### src/rtl/regfile_sb_pkg.sv
// Shared defaults and helpers for the scoreboarded register file.
package regfile_sb_pkg;
    localparam int XLEN_DEF = 32;
    localparam int NREG_DEF = 32;
    localparam int REG0     = 0;

    function automatic int clog2(input int n);
        int r = 0;
        int v = n - 1;
        while (v > 0) begin
            r++;
            v = v >> 1;
        end
        return r;
    endfunction
endpackage

### src/rtl/rf_scoreboard.sv
// Pending-write tracker: one bit per register, set on issue, cleared on writeback.
module rf_scoreboard
    import regfile_sb_pkg::*;
#(
    parameter  int NREG = NREG_DEF,
    localparam int AW   = clog2(NREG)
) (
    input  logic          clk_i,
    input  logic          nreset_i,
    input  logic          set,
    input  logic [AW-1:0] set_adr,
    input  logic          clr,
    input  logic [AW-1:0] clr_adr,
    output logic [NREG-1:0] vec
);
    logic [NREG-1:0] vec_nxt;

    // Set is applied after clear so an issue colliding with a writeback stays pending.
    always_comb begin
        vec_nxt = vec;
        if (clr) vec_nxt[clr_adr] = 1'b0;
        if (set) vec_nxt[set_adr] = 1'b1;
    end

    always_ff @(posedge clk_i or negedge nreset_i) begin
        if (!nreset_i) vec <= '0;
        else           vec <= vec_nxt;
    end
endmodule

### src/rtl/regfile_sb.sv
// Two-read, one-write register file with optional write bypass and a pending scoreboard.
module regfile_sb
    import regfile_sb_pkg::*;
#(
    parameter  int XLEN     = XLEN_DEF,
    parameter  int NREG     = NREG_DEF,
    parameter  int BYPASS   = 1,
    parameter  int ZERO_REG = 1,
    localparam int AW       = clog2(NREG)
) (
    input  logic            clk_i,
    input  logic            nreset_i,
    input  logic [AW-1:0]   ra1_i,
    output logic [XLEN-1:0] rd1_o,
    output logic            busy1_o,
    input  logic [AW-1:0]   ra2_i,
    output logic [XLEN-1:0] rd2_o,
    output logic            busy2_o,
    input  logic            we_i,
    input  logic [AW-1:0]   wa_i,
    input  logic [XLEN-1:0] wd_i,
    input  logic            iss_i,
    input  logic [AW-1:0]   iss_adr_i,
    output logic [NREG-1:0] busy_vec_o
);
    localparam logic [AW-1:0] R0 = AW'(REG0);

    logic [XLEN-1:0] mem [NREG];
    logic [NREG-1:0] pend;
    logic            wr_ok;
    logic            iss_ok;

    // With a hardwired zero register, writes and issues to it are dropped, so
    // its storage and pending bit stay 0 and reads need no special casing.
    assign wr_ok  = we_i  && !((ZERO_REG != 0) && (wa_i == R0));
    assign iss_ok = iss_i && !((ZERO_REG != 0) && (iss_adr_i == R0));

    always_ff @(posedge clk_i or negedge nreset_i) begin
        if (!nreset_i) begin
            for (int i = 0; i < NREG; i++) mem[i] <= '0;
        end else if (wr_ok) begin
            mem[wa_i] <= wd_i;
        end
    end

    rf_scoreboard #(.NREG(NREG)) u_sb (
        .clk_i    (clk_i),
        .nreset_i (nreset_i),
        .set      (iss_ok),
        .set_adr  (iss_adr_i),
        .clr      (wr_ok),
        .clr_adr  (wa_i),
        .vec      (pend)
    );

    assign busy_vec_o = pend;

    always_comb begin
        rd1_o   = mem[ra1_i];
        busy1_o = pend[ra1_i];
        rd2_o   = mem[ra2_i];
        busy2_o = pend[ra2_i];
        if ((BYPASS != 0) && wr_ok && (wa_i == ra1_i)) begin
            rd1_o   = wd_i;
            busy1_o = 1'b0;
        end
        if ((BYPASS != 0) && wr_ok && (wa_i == ra2_i)) begin
            rd2_o   = wd_i;
            busy2_o = 1'b0;
        end
    end
endmodule

### config.mk
export PLATFORM = sky130hd
export DESIGN_NAME = regfile_sb
export DESIGN_NICKNAME = d
export VERILOG_FILES = /design/src/rtl/regfile_sb_pkg.sv /design/src/rtl/rf_scoreboard.sv /design/src/rtl/regfile_sb.sv
export SDC_FILE = /design/constraint.sdc
export NUM_CORES = 2
export LEC_CHECK = 0
export CORE_AREA = 2 2 425 300
export DETAILED_ROUTE_END_ITERATION = 8
export DIE_AREA = 0 0 427 302
export PLACE_DENSITY = 0.63
export SETUP_SLACK_MARGIN = 0.3
export SLEW_MARGIN = 20
export SYNTH_ARGS = -nofsm -noshare
export SYNTH_HDL_FRONTEND = slang
export SYNTH_SLANG_ARGS = --single-unit
### constraint.sdc
create_clock -name clk_i -period 3.3 [get_ports clk_i]
set_clock_uncertainty 0.15 [all_clocks]
set_input_delay 0.825 -clock clk_i [delete_from_list [all_inputs] [get_ports clk_i]]
set_output_delay 0.825 -clock clk_i [all_outputs]
set_load 0.03 [all_outputs]
==> impl.org <==
** Status
- Run status :: finished with violations
- The checks that failed: setup timing.

** Timing
- Setup repair after global routing could not meet its margin everywhere.
- The worst path uses 117% of the clock period.
- Once routing completed, OpenROAD measured the worst setup slack at -0.553 ns.
- Final max-slew violation count :: 0
- In the final timing run, aggregate negative setup slack is -28.23 ns.
- Transition time of the tightest slew-check pin :: approximately 0.74 ns
- Maximum operating frequency :: roughly 260 MHz
- The number of hold violations in the final report came to 0.
- Number of failing setup endpoints in the final timing report :: 66
- Max-slew headroom at the worst pin :: around half
- Period minus WS final :: roughly 3.9 ns

** Worst hold path
- Worst hold stages :: 0
- Source of the worst hold timing path :: mem[998]
- Hold Crit Class :: reg -> reg
- Hold worst-path end :: mem[998]

** Placement
- At the placement stage, the worst setup path has a slack of -1.16 ns.
- Number of input and output port buffers inserted :: about 150
- The HPWL after detailed placement is 132000 µm.
- At the end of routability-driven placement, the weighted congestion stood at approximately 0.9.
- Counting tap cells, the placed design contains a total of 5849 instances.
- The placed instances occupy a cell area of ~66000 µm².

** Worst setup path
- Traced cell by cell, the critical path runs through buf_16 -> buf_16 -> buf_12 -> buf_8 -> mux4_2 -> o22ai_2 -> or4_4 -> o41ai_4 -> buf_12.
- The worst register-to-register path begins at u_sb.vec[10].
- Category of the critical setup timing path :: in -> out
- On the critical path, the stage with the largest delay is an instance of sky130_fd_sc_hd__or4_4.
- The critical path contains buffers and inverters numbering 5 combined.
- Counting cells, the worst reg-to-reg path comes to 2.
- Capturing element type of the critical path :: output pin
- Required arrival time at the worst endpoint :: roughly 2.3 ns
- In this run the worst path has a maximum fanout of 8.
- Critical path's largest stage delay :: 0.52 ns
- The endpoint identified for the worst register-to-register timing path is u_sb.vec[10].
- The worst register-to-register path has a setup slack of around 2.3 ns.
- STA puts the critical path data arrival time at approximately 2.9 ns.
- Startpoint type of the worst setup path :: input port
- Grouping stages by cell kind, the critical path spends the most delay in buffers and inverters.

** Detailed routing
- Antenna Nets Post-Route :: 0
- For this run, design rule violations remaining after detail routing come to 0.
- The first detailed-routing pass ran for 5 iterations.
- Average routed wire per standard cell :: between 30 and 40 µm
- Routed WL :: roughly 210000 µm
- Vias per inst :: about 6.5
- Vias post-DR :: 40900
- DRC marker count from the first detailed-route iteration :: just under 5000

** Power and ir drop
- Per report_power, the combinational group accounts for about a quarter of the total.
- The share of total power dissipated in the clock network is 32.3%.
- Total power divided by cell area :: 547 nW/µm²
- Net switching is about 29% of the power.
- Of the total power, registers draw between 40% and 50%.
- Net switching power figure :: around 12000 µW
- The internal power of the cells totals 28900 µW.
- Summed over all cells, the static leakage comes to ~0.033 µW.
- Peak supply drop :: 0.000447 V

** Synth
- Number of distinct library cells after synthesis :: 54
- Share of synthesized area occupied by flip-flops and latches :: 47.3%
- The synthesized design spends more area on one cell type than any other, namely sky130_fd_sc_hd__dfrtp_1.
- Mapped Cells :: just under 4000
- The share of synthesized area in the top cell type comes to around 47%.
- Synthesis inferred around 1100 register bits.
- Async set-reset flop share out of synthesis :: 100%
- Sorting the synthesized cells by area gives the leading types as sky130_fd_sc_hd__dfrtp_1, sky130_fd_sc_hd__mux2_2, sky130_fd_sc_hd__mux4_2.
- Warnings, synthesis :: 0
- In this run, synthesis inferred 0 flip-flops with an integrated enable.
- Counting every net in the synthesized netlist gives between 3000 and 4000.
- Average cell area after synthesis :: approximately 14 µm²
- Most used DFF post-synth :: sky130_fd_sc_hd__dfrtp_1
- Netlist area before placement :: 55900 µm²

** Layout
- The area growth from synthesis to layout is 32.8%.
- Commonest non-fill, non-tap cell in the layout :: sky130_fd_sc_hd__dfrtp_1
- In the final design database the tool counted around 4600 nets.
- In the layout the commonest cells are sky130_fd_sc_hd__dfrtp_1, sky130_fd_sc_hd__mux2_2, sky130_fd_sc_hd__mux4_2.
- Layout cell share with drive strength beyond 1 :: between 50% and 60%
- For this run, the number of standard cells in the final layout without fillers is ~6300.
- Non-Filler Cell Area, Final :: ~74000 µm²

** Global route
- The number of global-route vias before repair was between 40000 and 50000.
- The number of antenna violations at the first check in global routing came to 4.
- For this run, the total global-route usage over all layers was measured as between 30% and 40%.
- Total overflow reported by the global router :: 0
- The first global-routing pass estimated about 300000 µm of wire.
- Entering global routing, the biggest net connects 86 pins.

** Clocking
- Clk sinks :: roughly 1100
- TritonCTS built the clock tree.
- CTS HTree Levels :: 3
- After clock tree synthesis, the clock-pin slew on the worst setup and hold paths is roughly 0.06 ns.
- Total CTS buffers :: around 110
- The clock reaches the later pin of the worst-skew pair after between 0.7 and 0.8 ns.
- The root buffer cell chosen for the clock tree is sky130_fd_sc_hd__clkbuf_16.
- The clock passes through at most 3 buffers.

** Floorplanning
- Number of primary I/O pins :: roughly 150
- Once the floorplan was initialized, standard cells occupied between 40 and 50% of the core.
- Core Area :: ~130000 µm²
- Die W :: 427 µm
- The die covers between 100000 and 150000 µm².
- Placement row count :: approximately 110
- The die is a little over 300 µm tall.

** Job
- The tool flagged a number of max-cap violations equal to 0.
[power groups by stage]
stage / Combinational, µW / Sequential (µW) / Clock (µW)
after CTS: 9860 / 17200 / 13200
after global placement: 9140 / 17300 / 0
after global routing: 10700 / 17600 / 13800
final: 10200 / 17300 / 13100
after floorplan: 6130 / 17000 / 0
after detailed placement: 9270 / 17400 / 0
[stage by stage]
stage               power, µW  utilization, %  hold slack [ns]
floorplan               23100               -            0.291
global placement        26400            52.5            0.229
detailed placement      26700            52.5            0.235
CTS                     40300            58.1            0.248
global route            42100            59.3            0.259
finish                  40600            59.3            0.248
[state kept, by name (all words and copies together) (netlist names)]
signal    count
u_sb.vec     32
mem        1024
[Yosys cell counts (3+ instances only)]
library cell,instances
sky130_fd_sc_hd__a2111oi_0,10
sky130_fd_sc_hd__a211oi_1,9
sky130_fd_sc_hd__a21oi_1,3
sky130_fd_sc_hd__a221oi_1,3
sky130_fd_sc_hd__a22o_1,24
sky130_fd_sc_hd__a22oi_1,101
sky130_fd_sc_hd__a31oi_1,4
sky130_fd_sc_hd__and4b_1,3
sky130_fd_sc_hd__buf_1,39
sky130_fd_sc_hd__buf_2,128
sky130_fd_sc_hd__buf_4,37
sky130_fd_sc_hd__buf_6,4
sky130_fd_sc_hd__clkbuf_1,230
sky130_fd_sc_hd__dfrtp_1,1056
sky130_fd_sc_hd__mux2_1,4
sky130_fd_sc_hd__mux2_2,999
sky130_fd_sc_hd__mux2i_1,211
sky130_fd_sc_hd__mux4_2,399
sky130_fd_sc_hd__nand2_1,163
sky130_fd_sc_hd__nand2b_1,5
sky130_fd_sc_hd__nand3_1,13
sky130_fd_sc_hd__nand3b_1,12
sky130_fd_sc_hd__nand4_1,3
sky130_fd_sc_hd__nor2_1,29
sky130_fd_sc_hd__nor2b_1,25
sky130_fd_sc_hd__nor3_1,15
sky130_fd_sc_hd__nor3b_1,8
sky130_fd_sc_hd__nor3b_2,3
sky130_fd_sc_hd__nor4_1,3
sky130_fd_sc_hd__nor4b_1,3
sky130_fd_sc_hd__nor4bb_1,4
sky130_fd_sc_hd__o211ai_1,9
sky130_fd_sc_hd__o21ai_0,91
sky130_fd_sc_hd__o22ai_1,197
sky130_fd_sc_hd__o41ai_1,9
sky130_fd_sc_hd__or4_1,53
sky130_fd_sc_hd__xnor2_1,6
sky130_fd_sc_hd__xor2_1,4
[final cells by class]
type                       instances  area, µm²
clock inverter                    37        561
multi-input combinational       2446      30000
sequential                      1056      26400
inverter                           1       3.75
clock buffer                     158       3170
fill                            9344      51000
tap                             1665       2080
antenna                            3       7.51
timing repair buffer             888      11900
[kinds of logic (layout without fill, tap and decap cells)]
family	count (synthesis)	in the layout	synth area share, %
buffers and inverters	440	1084	3.55
AOI/OAI and AO/OA	463	463	5.45
xor gates and xnor gates	10	10	0.157
muxes	1613	1613	40.1
other	0	3	0
and+or+nand+nor	360	360	3.47
DFF	1056	1056	47.3
[how the worst max path moves through the flow]
stage | end | slack, ns | depth (start not counted) | from
final | rd1_o[13] | -0.55 | 9 | ra1_i[1]
after global routing | rd1_o[6] | -0.55 | 10 | ra1_i[1]
after CTS | rd1_o[21] | -0.55 | 13 | ra1_i[4]
after detailed placement | rd1_o[9] | -1.16 | 11 | ra1_i[2]
after global placement | rd1_o[9] | -1.17 | 11 | ra1_i[2]
after floorplan | rd1_o[0] | -0.29 | 7 | ra1_i[0]
[worst register-to-register path, stage by stage, from the launching register on]
cell                      delay (ns)
sky130_fd_sc_hd__dfrtp_1        0.40
sky130_fd_sc_hd__buf_4          0.15
sky130_fd_sc_hd__a22o_1         0.22
[layer usage]
metal  share of wire [%]  GRT usage (%)  wire length [µm]  up-vias
met2                  42           45.2             88000     2274
met1                  42           48.0             88800    21800
met4                 4.3           12.3              9000        0
met5                   0              0                 0        -
li1                    -              -                 -    16400
met3                  12           9.77             24500      480
[repair_timing]
item / in CTS / in global routing
cloned: 27 / 4
endpoints found under the hold margin: 31 / 0
pin swaps: 110 / 99
resized for setup: 385 / 170
hold buffers: 1 / 0
buffers inserted: 119 / 56
setup endpoints to repair: 66 / 66
(Power assumes the default switching activity.)
